[src/rtl/video_meas_pkg.sv]
`default_nettype none
// ============================================================================
// Module   : video_meas_pkg
// Purpose  : Shared types and constants for the video stream measurement
//            block: FSM state encoding, result record, default counter width.
// Ports    : none (package)
// Revision : 1.0 - initial release
// ============================================================================
package video_meas_pkg;

  // Default width of the pixel and line counters.
  localparam int C_CNT_WIDTH  = 13;

  // The result record is sized for the widest supported counter, so it does
  // not depend on the CNT_WIDTH parameter of any particular instance.
  // Counter widths are therefore limited to fewer than C_MEAS_CNT_W bits.
  localparam int C_MEAS_CNT_W = 32;

  localparam logic [1:0] C_ST_IDLE  = 2'd0;
  localparam logic [1:0] C_ST_FRAME = 2'd1;
  localparam logic [1:0] C_ST_DONE  = 2'd2;

  typedef enum logic [1:0] {
    ST_IDLE  = C_ST_IDLE,
    ST_FRAME = C_ST_FRAME,
    ST_DONE  = C_ST_DONE
  } state_e;

  typedef struct packed {
    logic [C_MEAS_CNT_W-1:0] width;
    logic [C_MEAS_CNT_W-1:0] height;
    logic [31:0]             checksum;
    logic                    err_width;
    logic                    err_ovf;
  } meas_t;

endpackage
`default_nettype wire

[src/rtl/video_meas_satcnt.sv]
`default_nettype none
// ============================================================================
// Module   : video_meas_satcnt
// Purpose  : Saturating up-counter with synchronous clear, enable and an
//            overflow indication.
// Ports    : clk    - clock
//            rst_n  - synchronous reset, active low
//            i_clr  - restart the count; with i_en also high the count
//                     restarts at 1 (the enabling event is the first one)
//            i_en   - count one event
//            o_cnt  - current count, sticks at all-ones
//            o_ovf  - high when an event arrives while the count is already
//                     at all-ones (the event could not be counted)
// Revision : 1.0 - initial release
// ============================================================================
module video_meas_satcnt
  import video_meas_pkg::*;
#(
  parameter int WIDTH = C_CNT_WIDTH
) (
  input  logic             clk,
  input  logic             rst_n,
  input  logic             i_clr,
  input  logic             i_en,
  output logic [WIDTH-1:0] o_cnt,
  output logic             o_ovf
);

  localparam logic [WIDTH-1:0] C_MAX = '1;
  localparam logic [WIDTH-1:0] C_ONE = {{(WIDTH-1){1'b0}}, 1'b1};

  logic [WIDTH-1:0] r_cnt;

  always_ff @(posedge clk) begin
    if (!rst_n) begin
      r_cnt <= '0;
    end else if (i_clr) begin
      r_cnt <= i_en ? C_ONE : '0;
    end else if (i_en && (r_cnt != C_MAX)) begin
      r_cnt <= r_cnt + C_ONE;
    end
  end

  assign o_cnt = r_cnt;
  assign o_ovf = i_en & ~i_clr & (r_cnt == C_MAX);

endmodule
`default_nettype wire

[src/rtl/video_stream_meas.sv]
`default_nettype none
// ============================================================================
// Module   : video_stream_meas
// Purpose  : Measures each frame of a di/de/hs/vs video stream: width of the
//            first line, number of non-empty lines, 32-bit pixel sum, plus
//            line-length mismatch and counter saturation flags. Results are
//            published with a one-cycle valid pulse after the frame ends.
// Ports    : clk, rst_n        - clock, synchronous active-low reset
//            di_i, de_i        - pixel data and qualifier
//            hs_i              - one-cycle line-start pulse
//            vs_i              - frame-valid level
//            width_o, height_o - first-line pixel count, non-empty lines
//            checksum_o        - sum mod 2^32 of qualified pixels
//            frame_cnt_o       - frames measured since reset (wraps)
//            err_width_o       - a line differed in length from the first
//            err_ovf_o         - a pixel or line counter saturated
//            meas_valid_o      - one-cycle pulse, results updated
// Revision : 1.0 - initial release
// ============================================================================
module video_stream_meas
  import video_meas_pkg::*;
#(
  parameter int PIXEL_WIDTH = 8,
  parameter int CNT_WIDTH   = C_CNT_WIDTH,
  parameter int FCNT_WIDTH  = 16
) (
  input  logic                   clk,
  input  logic                   rst_n,
  input  logic [PIXEL_WIDTH-1:0] di_i,
  input  logic                   de_i,
  input  logic                   hs_i,
  input  logic                   vs_i,
  output logic [CNT_WIDTH-1:0]   width_o,
  output logic [CNT_WIDTH-1:0]   height_o,
  output logic [31:0]            checksum_o,
  output logic [FCNT_WIDTH-1:0]  frame_cnt_o,
  output logic                   err_width_o,
  output logic                   err_ovf_o,
  output logic                   meas_valid_o
);

  localparam logic [FCNT_WIDTH-1:0] C_FONE = {{(FCNT_WIDTH-1){1'b0}}, 1'b1};

  state_e                r_state;
  logic                  r_vs_q;
  logic [CNT_WIDTH-1:0]  r_ref_w;
  logic [31:0]           r_sum;
  logic                  r_err_width;
  logic                  r_err_ovf;
  meas_t                 r_meas;
  logic [FCNT_WIDTH-1:0] r_fcnt;
  logic                  r_valid;

  logic                  w_vs_rise;
  logic                  w_vs_fall;
  logic                  w_start;
  logic                  w_close;
  logic                  w_line_en;
  logic                  w_pix_en;
  logic [CNT_WIDTH-1:0]  w_pix_cnt;
  logic [CNT_WIDTH-1:0]  w_line_cnt;
  logic                  w_pix_ovf;
  logic                  w_line_ovf;

  assign w_vs_rise = vs_i & ~r_vs_q;
  assign w_vs_fall = ~vs_i & r_vs_q;

  // A new frame may start from IDLE or directly from DONE, so a one-cycle
  // vs gap between frames loses nothing.
  assign w_start   = ((r_state == ST_IDLE) || (r_state == ST_DONE)) && w_vs_rise;

  // The falling edge of vs closes the last line just like an hs pulse.
  assign w_close   = (r_state == ST_FRAME) && (hs_i || !vs_i);
  assign w_line_en = w_close && (w_pix_cnt != '0);
  assign w_pix_en  = (r_state == ST_FRAME) && de_i && vs_i;

  // Clear and count in the same cycle yields 1: the hs-coincident pixel is
  // the first pixel of the new line.
  video_meas_satcnt #(.WIDTH(CNT_WIDTH)) u_pix_cnt (
    .clk   (clk),
    .rst_n (rst_n),
    .i_clr (w_start | w_close),
    .i_en  (w_pix_en),
    .o_cnt (w_pix_cnt),
    .o_ovf (w_pix_ovf)
  );

  video_meas_satcnt #(.WIDTH(CNT_WIDTH)) u_line_cnt (
    .clk   (clk),
    .rst_n (rst_n),
    .i_clr (w_start),
    .i_en  (w_line_en),
    .o_cnt (w_line_cnt),
    .o_ovf (w_line_ovf)
  );

  always_ff @(posedge clk) begin
    if (!rst_n) begin
      r_state     <= ST_IDLE;
      // Pretend vs was already high so a frame in flight at reset release
      // produces no rising edge and is skipped.
      r_vs_q      <= 1'b1;
      r_ref_w     <= '0;
      r_sum       <= '0;
      r_err_width <= 1'b0;
      r_err_ovf   <= 1'b0;
      r_meas      <= '0;
      r_fcnt      <= '0;
      r_valid     <= 1'b0;
    end else begin
      r_vs_q  <= vs_i;
      r_valid <= (r_state == ST_DONE);

      case (r_state)
        ST_IDLE:  if (w_vs_rise) r_state <= ST_FRAME;
        ST_FRAME: if (w_vs_fall) r_state <= ST_DONE;
        ST_DONE:  r_state <= w_vs_rise ? ST_FRAME : ST_IDLE;
        default:  r_state <= ST_IDLE;
      endcase

      if (r_state == ST_DONE) begin
        r_meas.width     <= C_MEAS_CNT_W'(r_ref_w);
        r_meas.height    <= C_MEAS_CNT_W'(w_line_cnt);
        r_meas.checksum  <= r_sum;
        r_meas.err_width <= r_err_width;
        r_meas.err_ovf   <= r_err_ovf;
        r_fcnt           <= r_fcnt + C_FONE;
      end

      if (w_start) begin
        r_ref_w     <= '0;
        r_sum       <= '0;
        r_err_width <= 1'b0;
        r_err_ovf   <= 1'b0;
      end else begin
        if (w_line_en) begin
          // Line count still zero means this is the first non-empty line.
          if (w_line_cnt == '0) begin
            r_ref_w <= w_pix_cnt;
          end else if (w_pix_cnt != r_ref_w) begin
            r_err_width <= 1'b1;
          end
        end
        if (w_pix_en) begin
          r_sum <= r_sum + 32'(di_i);
        end
        if (w_pix_ovf || w_line_ovf) begin
          r_err_ovf <= 1'b1;
        end
      end
    end
  end

  assign width_o      = r_meas.width[CNT_WIDTH-1:0];
  assign height_o     = r_meas.height[CNT_WIDTH-1:0];
  assign checksum_o   = r_meas.checksum;
  assign err_width_o  = r_meas.err_width;
  assign err_ovf_o    = r_meas.err_ovf;
  assign frame_cnt_o  = r_fcnt;
  assign meas_valid_o = r_valid;

  // Upper bits of the wide result record are always zero for this instance.
  logic w_unused;
  assign w_unused = ^{r_meas.width[C_MEAS_CNT_W-1:CNT_WIDTH],
                      r_meas.height[C_MEAS_CNT_W-1:CNT_WIDTH]};

endmodule
`default_nettype wire

[config.mk]
export PLATFORM = sky130hd
export DESIGN_NAME = video_stream_meas
export DESIGN_NICKNAME = d
export VERILOG_FILES = /design/src/rtl/video_meas_pkg.sv /design/src/rtl/video_meas_satcnt.sv /design/src/rtl/video_stream_meas.sv
export SDC_FILE = /design/constraint.sdc
export NUM_CORES = 1
export LEC_CHECK = 0
export CORE_MARGIN = 3
export CORE_UTILIZATION = 50
export DETAILED_ROUTE_END_ITERATION = 6
export GPL_ROUTABILITY_DRIVEN = 0
export PLACE_DENSITY_LB_ADDON = 0.08
export SKIP_LAST_GASP = 1
export SYNTH_ARGS = -nofsm -noshare
export SYNTH_HDL_FRONTEND = slang
export SYNTH_HIERARCHICAL = 1
export SYNTH_SLANG_ARGS = --single-unit
export TNS_END_PERCENT = 30
[constraint.sdc]
create_clock -name clk -period 2.5 [get_ports clk]
set_clock_uncertainty 0.05 [all_clocks]
set_input_delay 0.375 -clock clk [delete_from_list [all_inputs] [get_ports clk]]
set_output_delay 0.375 -clock clk [all_outputs]
set_load 0.01 [all_outputs]
==> results.cfg, run 1 <==
[power]
swShare = 0.204
share_comb_of_total_power = 0.034
switching_power_mw = 1.05
cellPowerDensity_nw_per_um2 = 579
power_frac_seq = 0.477
clkPwrFrac = 0.488
vdd_drop_max_v = 0.000419
power.leakage_nw = 3.20
intPower_mw = 4.08

[floorplanning]
die_x_um = 125
rows = 42
ios = 90
core_um2 = 13500
start_util = 0.520
dieHeight_um = 125
die_area_um2 = 15500

[synth]
synth_top_area_share = 0.436
synth_area_leader_cell = dfxtp_1
synth_edf_count = 0
synth_area_leaders = dfxtp_1, nand2_1, a21boi_0, a21oi_1, mux2i_1
ys_seq_elements = 153
synth.cell_area_um2 = 7020
synth_common_cells = nand2_1, dfxtp_1, a21boi_0, a21oi_1
avgSynthCellArea_um2 = 8.51
ys_seq_area_frac = 0.436
async_flop_share = 0
synth.most_common_cell = nand2_1
synthCells = 825
yosysWarnings = 6
ys_types = 57
synth_nets = 850
ys.flop_type = dfxtp_1

[routing]
drc = 0
vias = 6265
finalWirelength_mm = 16.6
post_drt_wl_per_cell_um = 14.8
ant_nets = 0
firstDrtPassIters = 5
drt_iter0_markers = 394
via_per_inst = 5.58

[place]
portBuffers = 89
dp_hpwl_mm = 11.8
dp_cells = 1091

[finish]
layoutNonFillerInstCount = 1123
drive_gt1_frac = 0.0940
n_antenna_cell = 0
nNetsFinal = 959
syn_to_final_growth_pct = 26.1

[sta]
rsz0062_at_grt = true
drv_slew = 0
tightest_slew_ns = 0.556
fmax_ghz = 0.428
fin_crit_sh = 0.935
max_slew_margin = 0.629
whs_ns = 0.227
period_needed_ns = 2.34
finalSetupViolations = 0
hold_viol_final = 0

[clock_tree]
root_buffer = clkbuf_16
clock_sinks = 153
clockBufferDepth = 2
cts_setup_buffers = 0
h-tree-depth = 4
cts_tree = built
clk_pin_slew_ns = 0.06
clk_latency_ns = 0.42
numCtsBuffers = 17

[global_routing]
grt_pass1_vias = 5998
antenna_found_initial = 0
grt_max_degree = 53
grt_usage = 0.219
grt_pass1_wl_mm = 28.5
gr-total-overflow = 0

[worst_setup_path]
startpoint_type = flip-flop
crit_type = reg2reg
end_kind = flip-flop
cp.arrival_ns = 2.63
crit_fanout = 9
reg2reg_slack_ns = 0.16
cp.required_ns = 2.80

[run_status]
status = finished clean

[flow_run]
drv_cap = 0

[min_path]
hold_class = in2reg
## critical path, cell delays in order, from the launching register on
cell,delay (ns)
dfxtp_1,0.31
or4_1,0.52
nor4_1,0.38
a31oi_1,0.18
inv_1,0.11
a41o_1,0.26
buf_4,0.21
nand3b_1,0.07
a21boi_0,0.16
## what timing repair did
item / 4_1_cts / 5_1_grt
hold buffers: 0 / 0
resized for setup: 0 / 2
endpoints found under the setup margin: 0 / 5
## worst paths after layout
| kind | startpoint | end | cells after the start |
|---|---|---|---|
| max | u_pix_cnt/o_cnt[5] | u_line_cnt/o_cnt[0] | 8 |
| min | rst_n | checksum_o[0] | 2 |
| max reg2reg | u_pix_cnt/o_cnt[5] | u_line_cnt/o_cnt[0] | 8 |
| min reg2reg | r_vs_q | r_state[1] | 2 |
## layout by cell type, fill, tap and decap left out, drive strengths merged, types with 10 or more instances in the layout
cell	Yosys	layout
o21ai	22	22
nand4	17	17
o31ai	10	10
nor2	34	34
xor2	19	19
or4	14	14
nor4	12	12
dfxtp	153	153
xnor2	12	12
buf	14	47
and2	12	12
inv	12	12
mux2i	20	20
clkbuf	31	23
or3	13	13
nand3	36	36
nand2	181	181
ha	11	11
clkdlybuf4s50	0	88
a21boi	66	66
a21oi	45	45
## routing by layer
metal | vias up | share of wire | track usage
li1 | 3157 | - | -
met1 | 2933 | 0.47 | 0.290
met2 | 155 | 0.47 | 0.354
met3 | 20 | 0.048 | 0.0489
met4 | 0 | 0.015 | 0.0716
met5 | - | 0 | 0
## sequential cells by signal (all words and copies together) (netlist names)
| name | flops |
|---|---|
| r_err_ovf | 1 |
| frame_cnt_o | 16 |
| u_pix_cnt/o_cnt | 13 |
| r_vs_q | 1 |
| height_o | 13 |
| r_ref_w | 13 |
| r_sum | 32 |
| u_line_cnt/o_cnt | 13 |
| r_state | 2 |
| meas_valid_o | 1 |
| r_err_width | 1 |
| width_o | 13 |
| checksum_o | 32 |
| err_ovf_o | 1 |
| err_width_o | 1 |
## cells by family after synthesis
| family | Yosys count | synth area share |
|---|---|---|
| AO/OA/AOI/OAI | 190 | 0.187 |
| AND/OR/NAND/NOR | 362 | 0.250 |
| adder cells (fa/ha/maj) | 12 | 0.0224 |
| multiplexers | 20 | 0.0285 |
| XOR/XNOR | 31 | 0.0387 |
| buffers and inverters | 57 | 0.0374 |
| flip-flops | 153 | 0.436 |
## through the flow
stage | util | TNS (ns) | cell area, um^2 | setup WS [ns] | total power [mW]
after floorplan | - | 0 | 7020 | 0.239 | 2.60
final | 0.656 | 0 | 8850 | 0.162 | 5.13
after global placement | 0.612 | -1.11 | 8260 | -0.171 | 2.67
after CTS | 0.655 | 0 | 8840 | 0.109 | 5.18
after detailed placement | 0.612 | -2.25 | 8260 | -0.315 | 2.67
after global routing | 0.656 | -0.0166 | 8850 | -0.0166 | 5.30
## power by group through the flow
stage,combinational [mW],clock (mW),sequential (mW)
after floorplan,0.101,0,2.50
after global placement,0.169,0,2.50
after detailed placement,0.174,0,2.50
after CTS,0.175,2.56,2.45
after global routing,0.193,2.66,2.45
final,0.176,2.50,2.45
## layout make-up
cell class	instances	area [um^2]
Tap cell	176	220
Clock buffer	23	488
Sequential cell	153	3060
Fill cell	1147	4650
Multi-Input combinational cell	615	3710
Clock inverter	9	95.1
Inverter	12	45.0
Timing Repair Buffer	135	1230
Note: power is estimated with default switching activity, not from simulation.
==> run 2, diff against run 1 <==
--- a/config.mk
+++ b/config.mk
@@ -5,7 +5,8 @@
 export SDC_FILE = /design/constraint.sdc
 export NUM_CORES = 1
 export LEC_CHECK = 0
-export CORE_MARGIN = 3
+export CAP_MARGIN = 20
+export CORE_MARGIN = 2
 export CORE_UTILIZATION = 50
 export DETAILED_ROUTE_END_ITERATION = 6
 export GPL_ROUTABILITY_DRIVEN = 0
==> run 2 against run 1 <==
  * Routed wire length up 5.0%
  * Fmax up 0.53%
  * Clock power about the same
  * Core utilization down 1.4 points
  * Sequential cell count unchanged
  * Global-route usage up 2.3 points
  * Count of clock-buffer cells in the layout unchanged
  * Largest cell class unchanged
==> results.cfg, run 2 (synthesis gave the netlist of run 1 again) <==
[finish]
final_area_um2 = 8830
nNetsFinal = 958
syn_to_final_growth_pct = 25.8
layout_common_cells = nand2_1, dfxtp_1, clkdlybuf4s50_1
layoutNonFillerInstCount = 1121
drive_gt1_frac = 0.0850
n_antenna_cell = 0
fill_cells = 1190
final_common_cell = nand2_1

[global_routing]
use_met2 = 0.418
gr-total-overflow = 0
grt.busiest_layer = met2
grt_use_met3 = 0.0488
grt_pass1_vias = 6046
grt_use_met1 = 0.298
grt_pass1_wl_mm = 29.0
grt_usage = 0.241
antenna_found_initial = 0
grt_max_degree = 65

[sta]
tightest_slew_ns = 0.680
period_needed_ns = 2.33
drv_slew = 0
max_slew_margin = 0.547
fmax_ghz = 0.430
hold_viol_final = 0
fin_crit_sh = 0.930
finalSetupViolations = 0
rsz0062_at_grt = false

[worst_setup_path]
cpLargestDelayFamily = compound AO/OA/AOI/OAI gates
crit_chain = or2b_1 > o21bai_1 > a31oi_1 > inv_1 > a41o_1 > or4_1 > a21oi_1
crit_slowest_cell = or4_1
cp.required_ns = 2.80
crit_buf_inv = 1
end_kind = flip-flop
critPathMaxStageDelay_ns = 0.54
cp.arrival_ns = 2.62
crit_type = reg2reg
crit_fanout = 8
startpoint_type = flip-flop

[place]
dp_cells = 1094
dp_hpwl_mm = 12.1
portBuffers = 89
place_area_um2 = 8270

[clock_tree]
cts_tree = built
numCtsBuffers = 17
clock_sinks = 153
clk_pin_slew_ns = 0.06
root_buffer = clkbuf_16
post_cts_resized = 0
h-tree-depth = 4
clockBufferDepth = 2
clk_latency_ns = 0.42
hold_buffers = 0
cts_setup_buffers = 0

[floorplanning]
die_x_um = 123
core_um2 = 13800
die_area_um2 = 15000
rows = 43
dieHeight_um = 123
ios = 90
start_util = 0.510

[run_status]
status = finished clean

[routing]
firstDrtPassIters = 6
finalWirelength_mm = 17.4
ant_nets = 0
drc = 0
via_per_inst = 5.69
post_drt_wl_per_cell_um = 15.6
vias = 6382
drt_iter0_markers = 557

[power]
cellPowerDensity_nw_per_um2 = 582
vdd_drop_max_v = 0.000452
power.leakage_nw = 3.19

[flow_run]
drv_cap = 0

[min_path]
hold_class = in2reg
## run 2: where the power goes
part	total [mW]	switching (mW)	internal, mW
Clock	2.52	0.923	1.59
Sequential	2.45	0.00432	2.44
Combinational	0.175	0.101	0.0745
## run 2: tightest hold or removal path: cells and delay by family
kind	cells	cell delay, ns
AO/OA/AOI/OAI	1	0.07
buffers and inverters	1	0.12
AND/OR/NAND/NOR	1	0.20
## run 2: stage by stage
stage               TNS [ns]  utilization  hold slack, ns  worst slack (ns)  power (mW)
floorplan                  0            -           0.373             0.239        2.60
global placement      -0.558        0.600           0.383           -0.0820        2.67
detailed placement     -1.47        0.600           0.397            -0.169        2.67
CTS                        0        0.641           0.337             0.190        5.17
global route               0        0.641           0.359            0.0731        5.30
finish                     0        0.641           0.359             0.175        5.14
## run 2: worst paths after layout
kind                                 start                   end  slack, ns  depth (start not counted)
worst min register to register      r_vs_q            r_state[1]       0.41                          2
worst max-delay path            r_state[0]  u_line_cnt/o_cnt[11]       0.17                          7
worst min-delay path                 rst_n             r_sum[12]       0.36                          3
worst max register to register  r_state[0]  u_line_cnt/o_cnt[11]       0.17                          7
## run 2: area by class of cell
type                            instances  area (um^2)  share of cell area
Clock inverter                          4         95.1              0.0108
Inverter                               12         45.0             0.00510
Sequential cell                       153         3060               0.347
Multi-Input combinational cell        615         3700               0.419
Timing Repair Buffer                  134         1240               0.140
Tap cell                              180          225              0.0255
Clock buffer                           23          468              0.0530
## run 2: per-layer routing
layer / vias up / wire length, um
li1: 3141 / -
met1: 3055 / 7710
met2: 162 / 8780
met3: 24 / 705
met4: 0 / 253
met5: - / 0
==> run 3, diff against run 2 <==
--- a/config.mk
+++ b/config.mk
@@ -5,10 +5,12 @@
 export SDC_FILE = /design/constraint.sdc
 export NUM_CORES = 1
 export LEC_CHECK = 0
+export ABC_AREA = 0
 export CAP_MARGIN = 20
 export CORE_MARGIN = 2
 export CORE_UTILIZATION = 50
 export DETAILED_ROUTE_END_ITERATION = 6
+export DONT_BUFFER_PORTS = 1
 export GPL_ROUTABILITY_DRIVEN = 0
 export PLACE_DENSITY_LB_ADDON = 0.08
 export SKIP_LAST_GASP = 1
==> run 3 against run 2 <==
  * Fmax fell by 2.1%
  * First-iteration DRC count fell by 17%
  * Routed wire length fell by 4.7%
  * Core utilization fell by 6.7 points
  * Critical path type unchanged
  * Power rose by 4.2%
  * Critical endpoint is now r_sum[12]
  * Setup slack got worse by 0.050 ns
  * Largest power group unchanged
  * Die area did not move
  * Count of clock-buffer cells in the layout fell by 4
  * Sequential share of layout area rose by 4.1 points
  * Via count fell by 7.2%
  * Clock power rose by 11%
  * Critical path depth rose by 1
==> results.cfg, run 3 (synthesis gave the netlist of run 1 again) <==
[worst_setup_path]
reg2reg_depth = 8
reg2reg_slack_ns = 0.12
crit_type = reg2reg
crit_chain = ha_1 > fa_1 > a211oi_1 > buf_4 > o211ai_2 > nand2_1 > or4_1 > a21oi_1
critPathMaxStageDelay_ns = 0.56
crit_fanout = 9
end_kind = flip-flop
cp.arrival_ns = 2.69
timing.rr.end = r_sum[12]
startpoint_type = flip-flop
crit_buf_inv = 1
r2r_start = r_sum[0]
cp.required_ns = 2.81
cpLargestDelayFamily = simple AND/OR/NAND/NOR gates
crit_slowest_cell = or4_1

[sta]
fmax_ghz = 0.421
tightest_slew_ns = 0.658
hold_viol_final = 0
rsz0062_at_grt = true
period_needed_ns = 2.38
drv_slew = 0
max_slew_margin = 0.561
finalSetupViolations = 0
final.setup.worst_slack_ns = 0.124
fin_crit_sh = 0.950

[clock_tree]
numCtsBuffers = 17
cts_tree = built
h-tree-depth = 4
root_buffer = clkbuf_16
clk_latency_ns = 0.43
clockBufferDepth = 2
clk_pin_slew_ns = 0.06
clock_sinks = 153

[routing]
via_per_inst = 5.82
vias = 5921
top_layer_used = met4
firstDrtPassIters = 5
dr_wl_met3_um = 714
met2WireLength_mm = 8.21
post_drt_wl_per_cell_um = 16.3
drt_iter0_markers = 462
ant_nets = 0
drc = 0
finalWirelength_mm = 16.6
wl_met1_mm = 7.35

[place]
place_area_um2 = 7250
portBuffers = 0
preCtsSetupSlack_ns = 0.0362
dp_hpwl_mm = 11.4

[finish]
final_area_um2 = 7910
drive_gt1_frac = 0.0823
nNetsFinal = 850
layout_common_cells = nand2_1, dfxtp_1, a21boi_0
fill_cells = 1281
syn_to_final_growth_pct = 12.6
final_common_cell = nand2_1
n_antenna_cell = 0

[flow_run]
drv_cap = 0

[floorplanning]
dieHeight_um = 123
die_area_um2 = 15000
start_util = 0.510
rows = 43
ios = 90
core_um2 = 13800
die_x_um = 123

[global_routing]
antenna_found_initial = 0
grt_pass1_wl_mm = 27.9
grt_usage = 0.232
grt_max_degree = 88
grt_pass1_vias = 5704
gr-total-overflow = 0

[min_path]
hold_depth = 2
hold_path_end = r_vs_q
min-delay-start = vs_i
hold_class = in2reg

[power]
power.leakage_nw = 2.82
swShare = 0.212
vdd_drop_max_v = 0.000436
switching_power_mw = 1.13
power_frac_seq = 0.457
share_comb_of_total_power = 0.023
cellPowerDensity_nw_per_um2 = 677
intPower_mw = 4.22
clkPwrFrac = 0.520

[run_status]
status = finished clean
run 3: cell count changes in the layout (fill, tap and decap cells not counted), moves of 4 or more:
cell | previous run | this run
buf_4 | 44 | 23
clkbuf_1 | 4 | 0
clkdlybuf4s50_1 | 88 | 0
clkinv_4 | 0 | 4
clkinvlp_4 | 0 | 4
run 3: power groups by stage:
stage	Sequential (mW)	Combinational, mW	Clock, mW
global placement	2.50	0.116	0
finish	2.45	0.121	2.79
detailed placement	2.50	0.119	0
CTS	2.45	0.121	2.82
floorplan	2.50	0.101	0
global route	2.44	0.133	2.93
run 3: how the worst max path moves through the flow:
| stage | depth (start not counted) | startpoint | endpoint |
|---|---|---|---|
| 6_report | 8 | r_sum[0] | r_sum[12] |
| 5_1_grt | 8 | r_sum[0] | r_sum[12] |
| 4_1_cts | 8 | u_pix_cnt/o_cnt[5] | u_line_cnt/o_cnt[6] |
| 3_5_place_dp | 8 | u_pix_cnt/o_cnt[5] | u_line_cnt/o_cnt[6] |
| 3_3_place_gp | 8 | u_pix_cnt/o_cnt[5] | u_line_cnt/o_cnt[0] |
| 2_1_floorplan | 8 | r_state[0] | u_pix_cnt/o_cnt[9] |
run 3: area by class of cell:
type                       instances  area, um^2  share of cell area
timing repair buffer              26         223              0.0282
clock inverter                    13         194              0.0245
tap                              180         225              0.0285
multi-input combinational        615        3700               0.468
clock buffer                      19         453              0.0573
sequential                       153        3060               0.387
inverter                          12        45.0             0.00570
run 3: layer usage:
metal | vias up | global-route usage
met5 | - | 0
met2 | 150 | 0.391
li1 | 2930 | -
met3 | 31 | 0.0520
met4 | 0 | 0.0970
met1 | 2810 | 0.286
run 3: timing repair:
action,4_1_cts,5_1_grt
endpoints found under the setup margin,0,11
resized for setup,0,1
buffers inserted,0,0
endpoints found under the hold margin,1,0
hold buffers,1,0
run 3: worst reg2reg max path: stages (launching register included):
cell	delay, ns
dfxtp_1	0.35
ha_1	0.19
fa_1	0.23
a211oi_1	0.09
buf_4	0.15
o211ai_2	0.30
nand2_1	0.24
or4_1	0.56
a21oi_1	0.15
run 3: per-stage QoR:
| step | hold WS [ns] | total power, mW | instances | util | TNS [ns] |
|---|---|---|---|---|---|
| finish | 0.0427 | 5.35 | 1018 | 0.574 | 0 |
| global route | 0.0244 | 5.51 | 1018 | 0.574 | -0.0236 |
| CTS | 0.0165 | 5.39 | 1018 | 0.574 | 0 |
| detailed placement | 0.404 | 2.62 | 985 | 0.526 | 0 |
| global placement | 0.385 | 2.62 | 985 | 0.526 | 0 |
| floorplan | 0.373 | 2.60 | 825 | - | 0 |
